$ cat config.mk
export PLATFORM = sky130hd
export DESIGN_NAME = fetch_unit
export DESIGN_NICKNAME = d
export VERILOG_FILES = /design/src/rtl/fetch_unit_pkg.sv /design/src/rtl/fetch_unit_pc_counter.sv /design/src/rtl/fetch_unit.sv
export SDC_FILE = /design/constraint.sdc
export NUM_CORES = 1
export LEC_CHECK = 0
export ABC_AREA = 1
export CORE_ASPECT_RATIO = 0.6
export CORE_MARGIN = 3
export CORE_UTILIZATION = 56
export DETAILED_ROUTE_END_ITERATION = 12
export DONT_BUFFER_PORTS = 1
export PLACE_DENSITY_LB_ADDON = 0.3
export SLEW_MARGIN = 20
export SYNTH_ARGS = -nofsm -noshare
export SYNTH_HDL_FRONTEND = slang
export SYNTH_SLANG_ARGS = --single-unit
$ cat constraint.sdc
create_clock -name clk -period 1.52 [get_ports clk]
set_input_delay 0.152 -clock clk [delete_from_list [all_inputs] [get_ports clk]]
set_output_delay 0.152 -clock clk [all_outputs]
set_load 0.01 [all_outputs]
$ cat src/rtl/fetch_unit_pkg.sv
// rtl/fetch_unit_pkg.sv - shared widths, state encoding and opcodes for fetch_unit
package fetch_unit_pkg;

  localparam int ADDR_W_DEF = 8;
  localparam int DATA_W_DEF = 16;

  typedef enum logic [2:0] {
    S_ISSUE = 3'd0,
    S_FWAIT = 3'd1,
    S_EXEC  = 3'd2,
    S_DWR   = 3'd3,
    S_DRD   = 3'd4,
    S_DACK  = 3'd5,
    S_HALT  = 3'd6
  } state_t;

  localparam logic [2:0] OP_MOV  = 3'b110;
  localparam logic [2:0] OP_ALU  = 3'b101;
  localparam logic [2:0] OP_STR  = 3'b100;
  localparam logic [2:0] OP_LDR  = 3'b011;
  localparam logic [2:0] OP_HALT = 3'b111;

  function automatic logic is_halt(input logic [2:0] opcode);
    return opcode == OP_HALT;
  endfunction

endpackage

$ cat src/rtl/fetch_unit_pc_counter.sv
// rtl/fetch_unit_pc_counter.sv - program counter with reset load and wrapping increment
//   clk, reset : clock, synchronous active-high reset (loads RESET_PC)
//   en         : advance pc by one, modulo 2^ADDR_W
//   pc         : current program counter
module pc_counter #(
  parameter int                ADDR_W   = 8,
  parameter logic [ADDR_W-1:0] RESET_PC = '0
) (
  input  logic              clk,
  input  logic              reset,
  input  logic              en,
  output logic [ADDR_W-1:0] pc
);

  always_ff @(posedge clk) begin
    if (reset) begin
      pc <= RESET_PC;
    end else if (en) begin
      pc <= pc + ADDR_W'(1);
    end
  end

endmodule

$ cat src/rtl/fetch_unit.sv
// rtl/fetch_unit.sv - PC/IR owner and single-port RAM arbiter between fetch and LDR/STR
//   clk, reset                  : clock, synchronous active-high reset
//   mem_addr/mem_write/mem_wdata: RAM request; mem_rdata returns RAM_LATENCY cycles later
//   instruction, instr_valid    : latched instruction and its valid flag
//   instr_done                  : controller finished the current instruction (level)
//   data_req/data_we/data_addr/data_wdata : data access request, held until data_ack
//   data_ack                    : one-cycle completion pulse
//   mdata                       : last load result
//   pc, halted                  : next fetch address, sticky HALT flag
module fetch_unit
  import fetch_unit_pkg::*;
#(
  parameter int                ADDR_W      = ADDR_W_DEF,
  parameter int                DATA_W      = DATA_W_DEF,
  parameter logic [ADDR_W-1:0] RESET_PC    = '0,
  parameter int                RAM_LATENCY = 1
) (
  input  logic              clk,
  input  logic              reset,
  output logic [ADDR_W-1:0] mem_addr,
  output logic              mem_write,
  output logic [DATA_W-1:0] mem_wdata,
  input  logic [DATA_W-1:0] mem_rdata,
  output logic [DATA_W-1:0] instruction,
  output logic              instr_valid,
  input  logic              instr_done,
  input  logic              data_req,
  input  logic              data_we,
  input  logic [ADDR_W-1:0] data_addr,
  input  logic [DATA_W-1:0] data_wdata,
  output logic              data_ack,
  output logic [DATA_W-1:0] mdata,
  output logic [ADDR_W-1:0] pc,
  output logic              halted
);

  localparam int LAT_W = $clog2(RAM_LATENCY + 1) + 1;

  // The fetch address is already on the bus during S_ISSUE, so S_FWAIT only
  // needs RAM_LATENCY cycles. A load has no separate issue cycle: its first
  // S_DRD cycle presents the address, so S_DRD spans RAM_LATENCY + 1 cycles.
  localparam logic [LAT_W-1:0] FETCH_LAST = LAT_W'(RAM_LATENCY - 1);
  localparam logic [LAT_W-1:0] LOAD_LAST  = LAT_W'(RAM_LATENCY);

  state_t           state;
  logic [LAT_W-1:0] lat_cnt;
  logic             fetch_last;
  logic             pc_en;

  assign fetch_last = (state == S_FWAIT) && (lat_cnt == FETCH_LAST);
  assign pc_en      = fetch_last;

  pc_counter #(
    .ADDR_W   (ADDR_W),
    .RESET_PC (RESET_PC)
  ) u_pc_counter (
    .clk   (clk),
    .reset (reset),
    .en    (pc_en),
    .pc    (pc)
  );

  // Outputs are registered: each transition loads the values the next
  // state presents, so mem_addr/mem_write are glitch-free toward the RAM.
  always_ff @(posedge clk) begin
    if (reset) begin
      state       <= S_ISSUE;
      lat_cnt     <= '0;
      mem_addr    <= RESET_PC;
      mem_write   <= 1'b0;
      mem_wdata   <= '0;
      instruction <= '0;
      instr_valid <= 1'b0;
      data_ack    <= 1'b0;
      mdata       <= '0;
      halted      <= 1'b0;
    end else begin
      mem_write <= 1'b0;
      data_ack  <= 1'b0;

      case (state)
        S_ISSUE: begin
          state   <= S_FWAIT;
          lat_cnt <= '0;
        end

        S_FWAIT: begin
          if (fetch_last) begin
            instruction <= mem_rdata;
            lat_cnt     <= '0;
            mem_addr    <= '0;
            if (is_halt(mem_rdata[DATA_W-1 -: 3])) begin
              state  <= S_HALT;
              halted <= 1'b1;
            end else begin
              state       <= S_EXEC;
              instr_valid <= 1'b1;
            end
          end else begin
            lat_cnt <= lat_cnt + LAT_W'(1);
          end
        end

        S_EXEC: begin
          // A pending data access wins; the controller keeps instr_done held.
          if (data_req) begin
            mem_addr <= data_addr;
            lat_cnt  <= '0;
            if (data_we) begin
              state     <= S_DWR;
              mem_write <= 1'b1;
              mem_wdata <= data_wdata;
            end else begin
              state <= S_DRD;
            end
          end else if (instr_done) begin
            state       <= S_ISSUE;
            instr_valid <= 1'b0;
            mem_addr    <= pc;
          end
        end

        S_DWR: begin
          state     <= S_DACK;
          data_ack  <= 1'b1;
          mem_addr  <= '0;
          mem_wdata <= '0;
        end

        S_DRD: begin
          if (lat_cnt == LOAD_LAST) begin
            mdata    <= mem_rdata;
            state    <= S_DACK;
            data_ack <= 1'b1;
            mem_addr <= '0;
            lat_cnt  <= '0;
          end else begin
            lat_cnt <= lat_cnt + LAT_W'(1);
          end
        end

        S_DACK: begin
          state <= S_EXEC;
        end

        S_HALT: begin
          state <= S_HALT;
        end

        default: begin
          state       <= S_ISSUE;
          mem_addr    <= pc;
          instr_valid <= 1'b0;
        end
      endcase
    end
  end

endmodule

Yosys cells after proc, flatten, opt, wreduce, memory -nomap -nowiden

Index checks and enable logic that the tools add are counted.

Bits in registers: 73
Input port bits: 45

Add/subtract/negate cells: 2
Equal/unequal tests: 16
Muxes and demuxes: 27
Bitwise gates (word level): 4
Reduce and logical (&&, ||, !) cells: 16

Operator list:

| kind                  | number |
|---|---|
| $pmux W8 S5           | 1 |
| $mux W16              | 2 |
| $mux W8               | 4 |
| $pmux W16 S2          | 1 |
| $pmux W3 S7           | 1 |
| $mux W3               | 6 |
| $ne A2 B2 Y1 const B  | 7 |
| $eq A3 B3 Y1 const B  | 4 |
| $reduce_and A3 Y1     | 3 |
| $add A8 B1 Y8 const B | 1 |
| $pmux W2 S4           | 1 |
| $eq A3 B2 Y1 const B  | 2 |
| $mux W1               | 6 |
| $mux W2               | 3 |
| $reduce_and A2 Y1     | 3 |
| $reduce_or A3 Y1      | 2 |
| $reduce_and A5 Y1     | 1 |
| $reduce_or A5 Y1      | 1 |
| $not A1 Y1            | 4 |
| $reduce_and A4 Y1     | 1 |
| $reduce_bool A4 Y1    | 1 |
| $eq A3 B1 Y1 const B  | 1 |
| $logic_not A3 Y1      | 1 |
| $ne A3 B3 Y1 const B  | 1 |
| other kinds (7)       | 7 |

Depth between registers and ports, before layout

Gate-level depths: netlist of the first run.

Depth in word-level cells: 4
Gate-level depth with buffers: 11
Mapped depth without buffers: 10

Modules after synthesis

Synthesis of the first run repeated with hierarchy kept, for this count alone.

Cell total of the unflattened synthesis: 446
Area total of the unflattened synthesis: 3131.8 um^2

Modules (own cells, without submodules):

| module     | times used | cells each | area an instance (um^2) | sequential area each (um^2) |
|---|---|---|---|---|
| fetch_unit | 1          | 398        | 2770.2                  | 1301.2 |
| pc_counter | 1          | 48         | 361.6                   | 160.2 |

Least setup slack after synthesis of the first run

OpenSTA, ideal clock, no wires.

Path kind: register to register
From: register lat_cnt[1]
To: register mem_addr[1]
Setup time: 0.113 ns
Arrival: 1.362 ns
Required time: 1.407 ns
Setup slack: 0.046 ns
Stages on the path, launching flop included: 12
Clock period less this slack: 1.474 ns
Cell sequence: dfxtp_1 > inv_1 > ha_1 > buf_2 > nand3b_1 > nand2_1 > inv_2 > nand2_4 > buf_6 > nand2_1 > nand2_1 > nor2_1

Longest elaborated chain between the ends: 4

RTL lines:

| element                                | RTL line          | text |
|---|---|---|
| start: declaration                     | fetch_unit.sv:46  | `logic [LAT_W-1:0] lat_cnt;` |
| start signal: assignment               | fetch_unit.sv:100 | `lat_cnt <= lat_cnt + LAT_W'(1);` |
| start signal: assignment               | fetch_unit.sv:138 | `lat_cnt <= lat_cnt + LAT_W'(1);` |
| $logic_not A2 Y1                       | fetch_unit.sv:50  | `assign fetch_last = (state == S_FWAIT) && (lat_cnt == FETCH_LAST);` |
| $logic_and A1 B1 Y1                    | fetch_unit.sv:50  |  |
| $ne A2 B2 Y1 (no source line)          | n/a               |  |
| $reduce_and A4 Y1 (no source line) (*) | n/a               |  |
| end signal: assignment                 | fetch_unit.sv:107 | `mem_addr <= data_addr;` |
| end signal: assignment                 | fetch_unit.sv:119 | `mem_addr <= pc;` |
| end signal: assignment                 | fetch_unit.sv:152 | `mem_addr <= pc;` |
| end: declaration                       | fetch_unit.sv:20  | `output logic [ADDR_W-1:0] mem_addr,` |

Every way passes the cells marked *; elsewhere a longest branch is shown, timed or not.
A chain may end at the register's enable or synchronous reset.

Final worst setup path of the first run

From: register lat_cnt[1]
To: register mem_addr[7]

Same word-level chain as after synthesis.

==> metrics.txt, run 1 <==
Setup crit start lat_cnt[1]; vertical die dimension 64.6 µm; Max clock buf depth 2; Hold WC Path Type in2reg; Area Overhead vs Synth 21.3%; DRC Markers 0; cell types with the largest area share after synthesis sky130_fd_sc_hd__dfxtp_1 (46%), sky130_fd_sc_hd__nand2_1 (14%), sky130_fd_sc_hd__nor2_1 (8.3%); area share of the largest cell type after synthesis 45.6%; Cell Rows 20; CP startpoint kind flip-flop; share of post-route cells with drive strength above 1 11.5%; Die Span X 104 µm; count of buffers inserted at the top-level ports 0; pin count of the biggest net entering global routing 46; TritonCTS clock tree yes; Initial Util 60.6%; Worst Setup End Kind flip-flop; number of different library cells in the post-synthesis netlist 24; Worst R2R Path Depth 9; Setup WS pre-CTS 0.0353 ns; most frequent cells in the layout sky130_fd_sc_hd__nand2_1 (119), sky130_fd_sc_hd__nor2_1 (71), sky130_fd_sc_hd__dfxtp_1 (68); number of global-route vias before repair 3031; largest vdd supply drop 0.872 mV; number of diodes 0; source-to-sink clock delay at the later pin of the worst-skew pair 0.34 ns; RSZ-0062 raised after global routing no; sequential share of the synthesized area 45.6%; wirelength, routed 8440 µm; total number of yosys warnings 0; clock-pin slew on the worst setup and hold paths 0.07 ns; Reg-to-Reg End mem_addr[7]; overall fraction of global-route tracks in use 26.1%; final setup violating endpoints 0; synthesized instance count 460; number of max-cap violations 0; post-route standard cell area excluding fillers 3880 µm²; end point of the critical path mem_addr[7]; worst path setup slack after routing 0.125 ns; post-detailed-placement half-perimeter wirelength 5710 µm; core region area 5280 µm²; total nets after synthesis 509; Slew Viols, Final 0; total power per unit cell area 1940 nW/µm²; result of the run finished, final reports clean; setup repair bufs after CTS 0; reported leakage power 1.60 nW; wire length of the first global-routing pass 14200 µm; per-cell routed wire length 14.8 µm; setup_tns 0 ns; critical path type reg2reg; Seq cells post-synth 73; maximum fanout along the worst path 16; endpoint required time on the critical path 1.76 ns; number of antenna violations at the first check in global routing 0; maximum operating frequency 717 MHz; library cell appearing most often on the critical path sky130_fd_sc_hd__nand2_1; data arrival at the endpoint of the critical path 1.63 ns; clock root buffer sky130_fd_sc_hd__clkbuf_8; drt initial violations 180; cell type contributing the most total cell area after synthesis sky130_fd_sc_hd__dfxtp_1; count of nets after finishing 540; via count 3063; Synth Area per Inst 6.96 µm²; clk_skew 0.00671 ns; TritonCTS sink count 73; number of I/O pins 113; Total Power 7.54 mW; critical path cell sequence inv_1, ha_1, nand3b_1, nand2_2, inv_2, nand2_8, nand2_1, nand2_1, nor2_1; total global routing overflow 0; setup slack on the worst flop-to-flop path 0.13 ns; family of cells with the greatest summed delay on the critical path simple AND/OR/NAND/NOR gates; min cycle time layout 1.39 ns; Vias/cell 5.35; Die Outline Area 6690 µm²; Layout Utilization 73.5%; crit path buf inv count 2; most common library cell in the layout ignoring fill and taps sky130_fd_sc_hd__nand2_1; crit share post-route 91.8%; number of stages on the worst hold path 2; CTS buffer count 9; area post-placement 3270 µm²; worst slew pin tran 0.307 ns; drt first pass iters 6; CTS H-tree lvls 3; final-report hold violation count 0; cell with the largest stage delay on the worst path sky130_fd_sc_hd__dfxtp_2; peak per-stage delay on the critical path 0.35 ns; reg2reg start lat_cnt[1]; Slew Limit Headroom 79.5%; DRT antenna net count 0; Stages on worst setup path 9; Syn Std Cell Area 3200 µm²; gpl congestion 0.902
layout make-up:
type,instances,area [µm²]
Multi-Input combinational cell,327,1500
Sequential cell,73,1470
Fill cell,406,1400
Timing Repair Buffer,43,440
Inverter,37,139
Clock buffer,10,138
Clock inverter,5,104
Tap cell,77,96.3
flip-flops by register name, indices dropped and copies added (netlist names):
name / cells
instr_valid: 1
instruction: 16
halted: 1
state: 3
mem_wdata: 16
mdata: 16
lat_cnt: 2
u_pc_counter.pc: 8
mem_addr: 8
mem_write: 1
data_ack: 1
kinds of logic after synthesis:
family / synth area share, %
flops: 45.6
xor+xnor: 0.274
fa+ha+maj: 1.56
compound gates: 12.7
simple gates: 31.6
buf+inv: 8.25
how the worst min path moves through the flow:
stage,start,endpoint,slack (ns)
after global routing,data_we,mem_write,0.02
after CTS,data_we,mem_write,0.008
final,data_we,mem_write,0.02
after floorplan,mem_rdata[0],instruction[0],0.29
after global placement,reset,mem_wdata[14],0.22
after detailed placement,reset,mem_wdata[5],0.23
power by group:
group	internal [mW]	leakage (nW)	switching, mW
combinational	0.976	0.879	1.80
clock	1.13	0.122	0.719
sequential	2.36	0.596	0.563
total	4.46	1.60	3.08
repair_timing:
| item | in CTS | in global routing |
|---|---|---|
| endpoints found under the setup margin | 0 | 58 |
| hold endpoints to repair | 60 | 0 |
| gates resized for setup | 0 | 10 |
| hold buffers | 33 | 0 |
cell usage after synthesis:
| cell type | instances |
|---|---|
| sky130_fd_sc_hd__nor2_1 | 71 |
| sky130_fd_sc_hd__inv_1 | 27 |
| sky130_fd_sc_hd__nand3_2 | 1 |
| sky130_fd_sc_hd__o21ai_0 | 19 |
| sky130_fd_sc_hd__nor3_1 | 1 |
| sky130_fd_sc_hd__ha_1 | 4 |
| sky130_fd_sc_hd__xor2_1 | 1 |
| sky130_fd_sc_hd__inv_2 | 10 |
| sky130_fd_sc_hd__buf_4 | 6 |
| sky130_fd_sc_hd__dfxtp_1 | 73 |
| sky130_fd_sc_hd__nand2_2 | 4 |
| sky130_fd_sc_hd__nand2_1 | 121 |
| sky130_fd_sc_hd__nand3_1 | 32 |
| sky130_fd_sc_hd__nand4_2 | 1 |
| sky130_fd_sc_hd__nand4_1 | 2 |
| sky130_fd_sc_hd__a21oi_1 | 46 |
| sky130_fd_sc_hd__nor2_2 | 4 |
| sky130_fd_sc_hd__nand3b_1 | 1 |
| sky130_fd_sc_hd__nand2_4 | 1 |
| sky130_fd_sc_hd__buf_6 | 1 |
| sky130_fd_sc_hd__buf_2 | 7 |
| sky130_fd_sc_hd__nor2_4 | 2 |
| sky130_fd_sc_hd__clkbuf_1 | 9 |
| sky130_fd_sc_hd__o21ai_1 | 16 |
worst register-to-register path, delay by kind of cell, from the launching register on:
family                   cells  cell delay, ns
AND/OR/NAND/NOR              6            0.61
flip-flops                   1            0.35
buffers and inverters        2            0.13
adder cells (fa/ha/maj)      1            0.20
stage by stage:
step	hold slack, ns	std cells
final	0.0231	572
after global routing	0.0201	572
after CTS	0.00819	572
after detailed placement	0.227	524
after global placement	0.225	524
after floorplan	0.287	460
routing by layer:
metal  routed length [µm]  vias up  global-route usage [%]
met1                 3720     1416                    31.3
li1                     -     1522                       -
met4                   67        0                    9.29
met2                 3850      116                    42.4
met5                    0        -                       0
met3                  805        9                    10.9
Note: power is estimated with default switching activity, not from simulation.
==> inputs of run 2 (changes only) <==
--- a/config.mk
+++ b/config.mk
@@ -8,10 +8,11 @@
 export ABC_AREA = 1
 export CORE_ASPECT_RATIO = 0.6
 export CORE_MARGIN = 3
-export CORE_UTILIZATION = 56
+export CORE_UTILIZATION = 30
 export DETAILED_ROUTE_END_ITERATION = 12
 export DONT_BUFFER_PORTS = 1
 export PLACE_DENSITY_LB_ADDON = 0.3
+export RECOVER_POWER = 25
 export SLEW_MARGIN = 20
 export SYNTH_ARGS = -nofsm -noshare
 export SYNTH_HDL_FRONTEND = slang
==> metrics.txt, run 2 (same netlist as run 1, synthesis figures left out) <==
clk_skew 0.00573 ns (was 0.00671 ns); internal power 4.66 mW (was 4.46 mW); source-to-sink clock delay at the later pin of the worst-skew pair 0.33 ns (was 0.34 ns); Slew Viols, Final 0 (unchanged); total global routing overflow 0 (unchanged); setup slack on the worst flop-to-flop path 0.14 ns (was 0.13 ns); number of global-route vias before repair 2964 (was 3031); Die Outline Area 12000 µm² (was 6690 µm²); Initial Util 31.6% (was 60.6%); drt first pass iters 5 (was 6); relative contribution of combinational cells to total power 36.2% (was 36.8%); RSZ-0062 raised after global routing no (unchanged); Worst Setup End Kind flip-flop (unchanged); largest vdd supply drop 0.777 mV (was 0.872 mV); endpoint required time on the critical path 1.74 ns (was 1.76 ns); clock-pin slew on the worst setup and hold paths 0.06 ns (was 0.07 ns); reported leakage power 1.63 nW (was 1.60 nW); Max clock buf depth 2 (unchanged); part of the power in the clock network 26.7% (was 24.5%); critical path type reg2reg (unchanged); post-detailed-placement half-perimeter wirelength 6250 µm (was 5710 µm); Cell Rows 28 (was 20); most frequent cells in the layout sky130_fd_sc_hd__nand2_1 (120), sky130_fd_sc_hd__dfxtp_1 (70), sky130_fd_sc_hd__nor2_1 (69) (was sky130_fd_sc_hd__nand2_1 (119), sky130_fd_sc_hd__nor2_1 (71), sky130_fd_sc_hd__dfxtp_1 (68)); Area Overhead vs Synth 25.9% (was 21.3%); Worst Min Path Start mem_rdata[15] (was data_we); Cell Count Post-Placement 585 (was 524); Hold WC Path Type in2reg (unchanged); maximum operating frequency 724 MHz (was 717 MHz); min cycle time layout 1.38 ns (was 1.39 ns); Reg power frac 37.1% (was 38.7%); share of post-route cells with drive strength above 1 11.4% (was 11.5%); critical path cell sequence inv_2, nor2_4, nand2_2, inv_2, nand2_2, buf_4, nor2_1, nor2_1 (was inv_1, ha_1, nand3b_1, nand2_2, inv_2, nand2_8, nand2_1, nand2_1, nor2_1); number of filler cells placed in the layout 1046 (was 406); vertical die dimension 86.0 µm (was 64.6 µm); setup_tns 0 ns (unchanged); clock root buffer sky130_fd_sc_hd__clkbuf_16 (was sky130_fd_sc_hd__clkbuf_8); wire length of the first global-routing pass 15200 µm (was 14200 µm); result of the run finished, final reports clean (unchanged); TritonCTS sink count 73 (unchanged); per-cell routed wire length 14.5 µm (was 14.8 µm); number of antenna violations at the first check in global routing 0 (unchanged); CTS H-tree lvls 3 (unchanged); Net Switching 3.12 mW (was 3.08 mW); worst slew pin tran 0.300 ns (was 0.307 ns); core region area 10100 µm² (was 5280 µm²); count of nets after finishing 543 (was 540); Slew Limit Headroom 80.0% (was 79.5%); pin count of the biggest net entering global routing 45 (was 46); gpl congestion 0.885 (was 0.902); area post-placement 3370 µm² (was 3270 µm²); number of I/O pins 113 (unchanged); crit share post-route 90.8% (was 91.8%); setup repair bufs after CTS 0 (unchanged); final-report hold violation count 0 (unchanged); TritonCTS clock tree yes (unchanged); drt initial violations 164 (was 180); switching portion of total power 40.1% (was 40.9%); Vias/cell 4.85 (was 5.35); Worst R2R Path Depth 8 (was 9); DRT antenna net count 0 (unchanged); Reg-to-Reg End instruction[8] (was mem_addr[7]); DRC Markers 0 (unchanged); maximum fanout along the worst path 7 (was 16); via count 3075 (was 3063); worst hold endpoint mdata[15] (was mem_write); Top Registers instruction x16, mdata x16, mem_wdata x16 (unchanged); total power per unit cell area 1930 nW/µm² (was 1940 nW/µm²); Total Power 7.78 mW (was 7.54 mW); Die Span X 139 µm (was 104 µm); cell with the largest stage delay on the worst path sky130_fd_sc_hd__dfxtp_2 (unchanged); post-route standard cell area excluding fillers 4030 µm² (was 3880 µm²); reg2reg start state[0] (was lat_cnt[1]); CP startpoint kind flip-flop (unchanged); final setup violating endpoints 0 (unchanged); number of stages on the worst hold path 2 (unchanged); overall fraction of global-route tracks in use 15.7% (was 26.1%); number of max-cap violations 0 (unchanged); most common library cell in the layout ignoring fill and taps sky130_fd_sc_hd__nand2_1 (unchanged); wirelength, routed 9190 µm (was 8440 µm); CTS buffer count 9 (unchanged); peak per-stage delay on the critical path 0.37 ns (was 0.35 ns); number of standard cells in the layout, taps in and fillers out 634 (was 572); count of buffers inserted at the top-level ports 0 (unchanged); number of diodes 0 (unchanged); data arrival at the endpoint of the critical path 1.60 ns (was 1.63 ns)
[run 2: cell types whose count changed in the layout (fill, tap and decap cells not counted), moves of 2 or more]
cell	change
sky130_fd_sc_hd__clkbuf_16	+9
sky130_fd_sc_hd__nor2_2	+2
sky130_fd_sc_hd__nor2_1	-2
sky130_fd_sc_hd__clkbuf_8	-9
sky130_fd_sc_hd__bufinv_16	-2
sky130_fd_sc_hd__buf_4	+3
sky130_fd_sc_hd__dfxtp_2	-2
sky130_fd_sc_hd__dfxtp_1	+2
sky130_fd_sc_hd__inv_2	-2
sky130_fd_sc_hd__clkbuf_1	+3
sky130_fd_sc_hd__clkinv_2	+2
[run 2: power by group through the flow]
| stage | Combinational, mW | Sequential (mW) | Clock, mW |
|---|---|---|---|
| 3_3_place_gp | 2.58 | 2.92 | 0 |
| 3_5_place_dp | 2.64 | 2.92 | 0 |
| 5_1_grt | 3.27 | 2.95 | 2.24 |
| 4_1_cts | 2.74 | 2.89 | 2.14 |
| 6_report | 2.82 | 2.88 | 2.08 |
| 2_1_floorplan | 2.11 | 2.77 | 0 |
[run 2: metrics by stage]
stage	hold WS, ns	utilization (%)	worst slack, ns
global placement	0.225	33.3	-0.000474
CTS	0.00866	39.5	0.0410
global route	0.00371	39.8	0.000444
detailed placement	0.229	33.3	-0.0375
floorplan	0.287	-	0.0456
finish	0.0208	39.8	0.139
[run 2: layer usage]
layer  GRT usage [%]  part of all wire, %  wire length (µm)  up-vias
met2            24.5                   43              3970      113
met3            7.08                   10               927       12
met5               0                    0                 0        -
met1            19.8                   46              4180     1417
met4            4.44                  1.1               104        0
li1                -                    -                 -     1533
[run 2: worst max path at each step]
stage | depth (start not counted) | from | slack (ns) | endpoint
2_1_floorplan | 11 | lat_cnt[1] | 0.05 | mem_addr[1]
3_3_place_gp | 7 | state[1] | -0.0005 | mem_wdata[2]
3_5_place_dp | 7 | state[1] | -0.04 | mem_wdata[9]
4_1_cts | 6 | lat_cnt[1] | 0.04 | mdata[11]
5_1_grt | 9 | lat_cnt[1] | 0.0004 | mem_addr[0]
6_report | 8 | state[0] | 0.14 | instruction[8]
[run 2: timing repair]
| action | 4_1_cts | 5_1_grt |
|---|---|---|
| setup endpoints to repair | 16 | 61 |
| hold endpoints to repair | 60 | 0 |
| gates resized for setup | 1 | 10 |
| hold buffers | 33 | 0 |
[run 2: worst max-delay path, delay by kind of cell (launching register included)]
family        cells  cell delay (ns)
flops             1             0.37
simple gates      5             0.53
buf+inv           3             0.38
[run 2: cell type report]
cell class	count	area (µm²)	area share, %
well taps	135	169	4.19
clock buffers	13	250	6.21
inverters	37	143	3.54
clock inverters	3	40.0	0.993
repair buffers	46	463	11.5
flip-flops and latches	73	1470	36.4
multi-input cells	327	1500	37.2
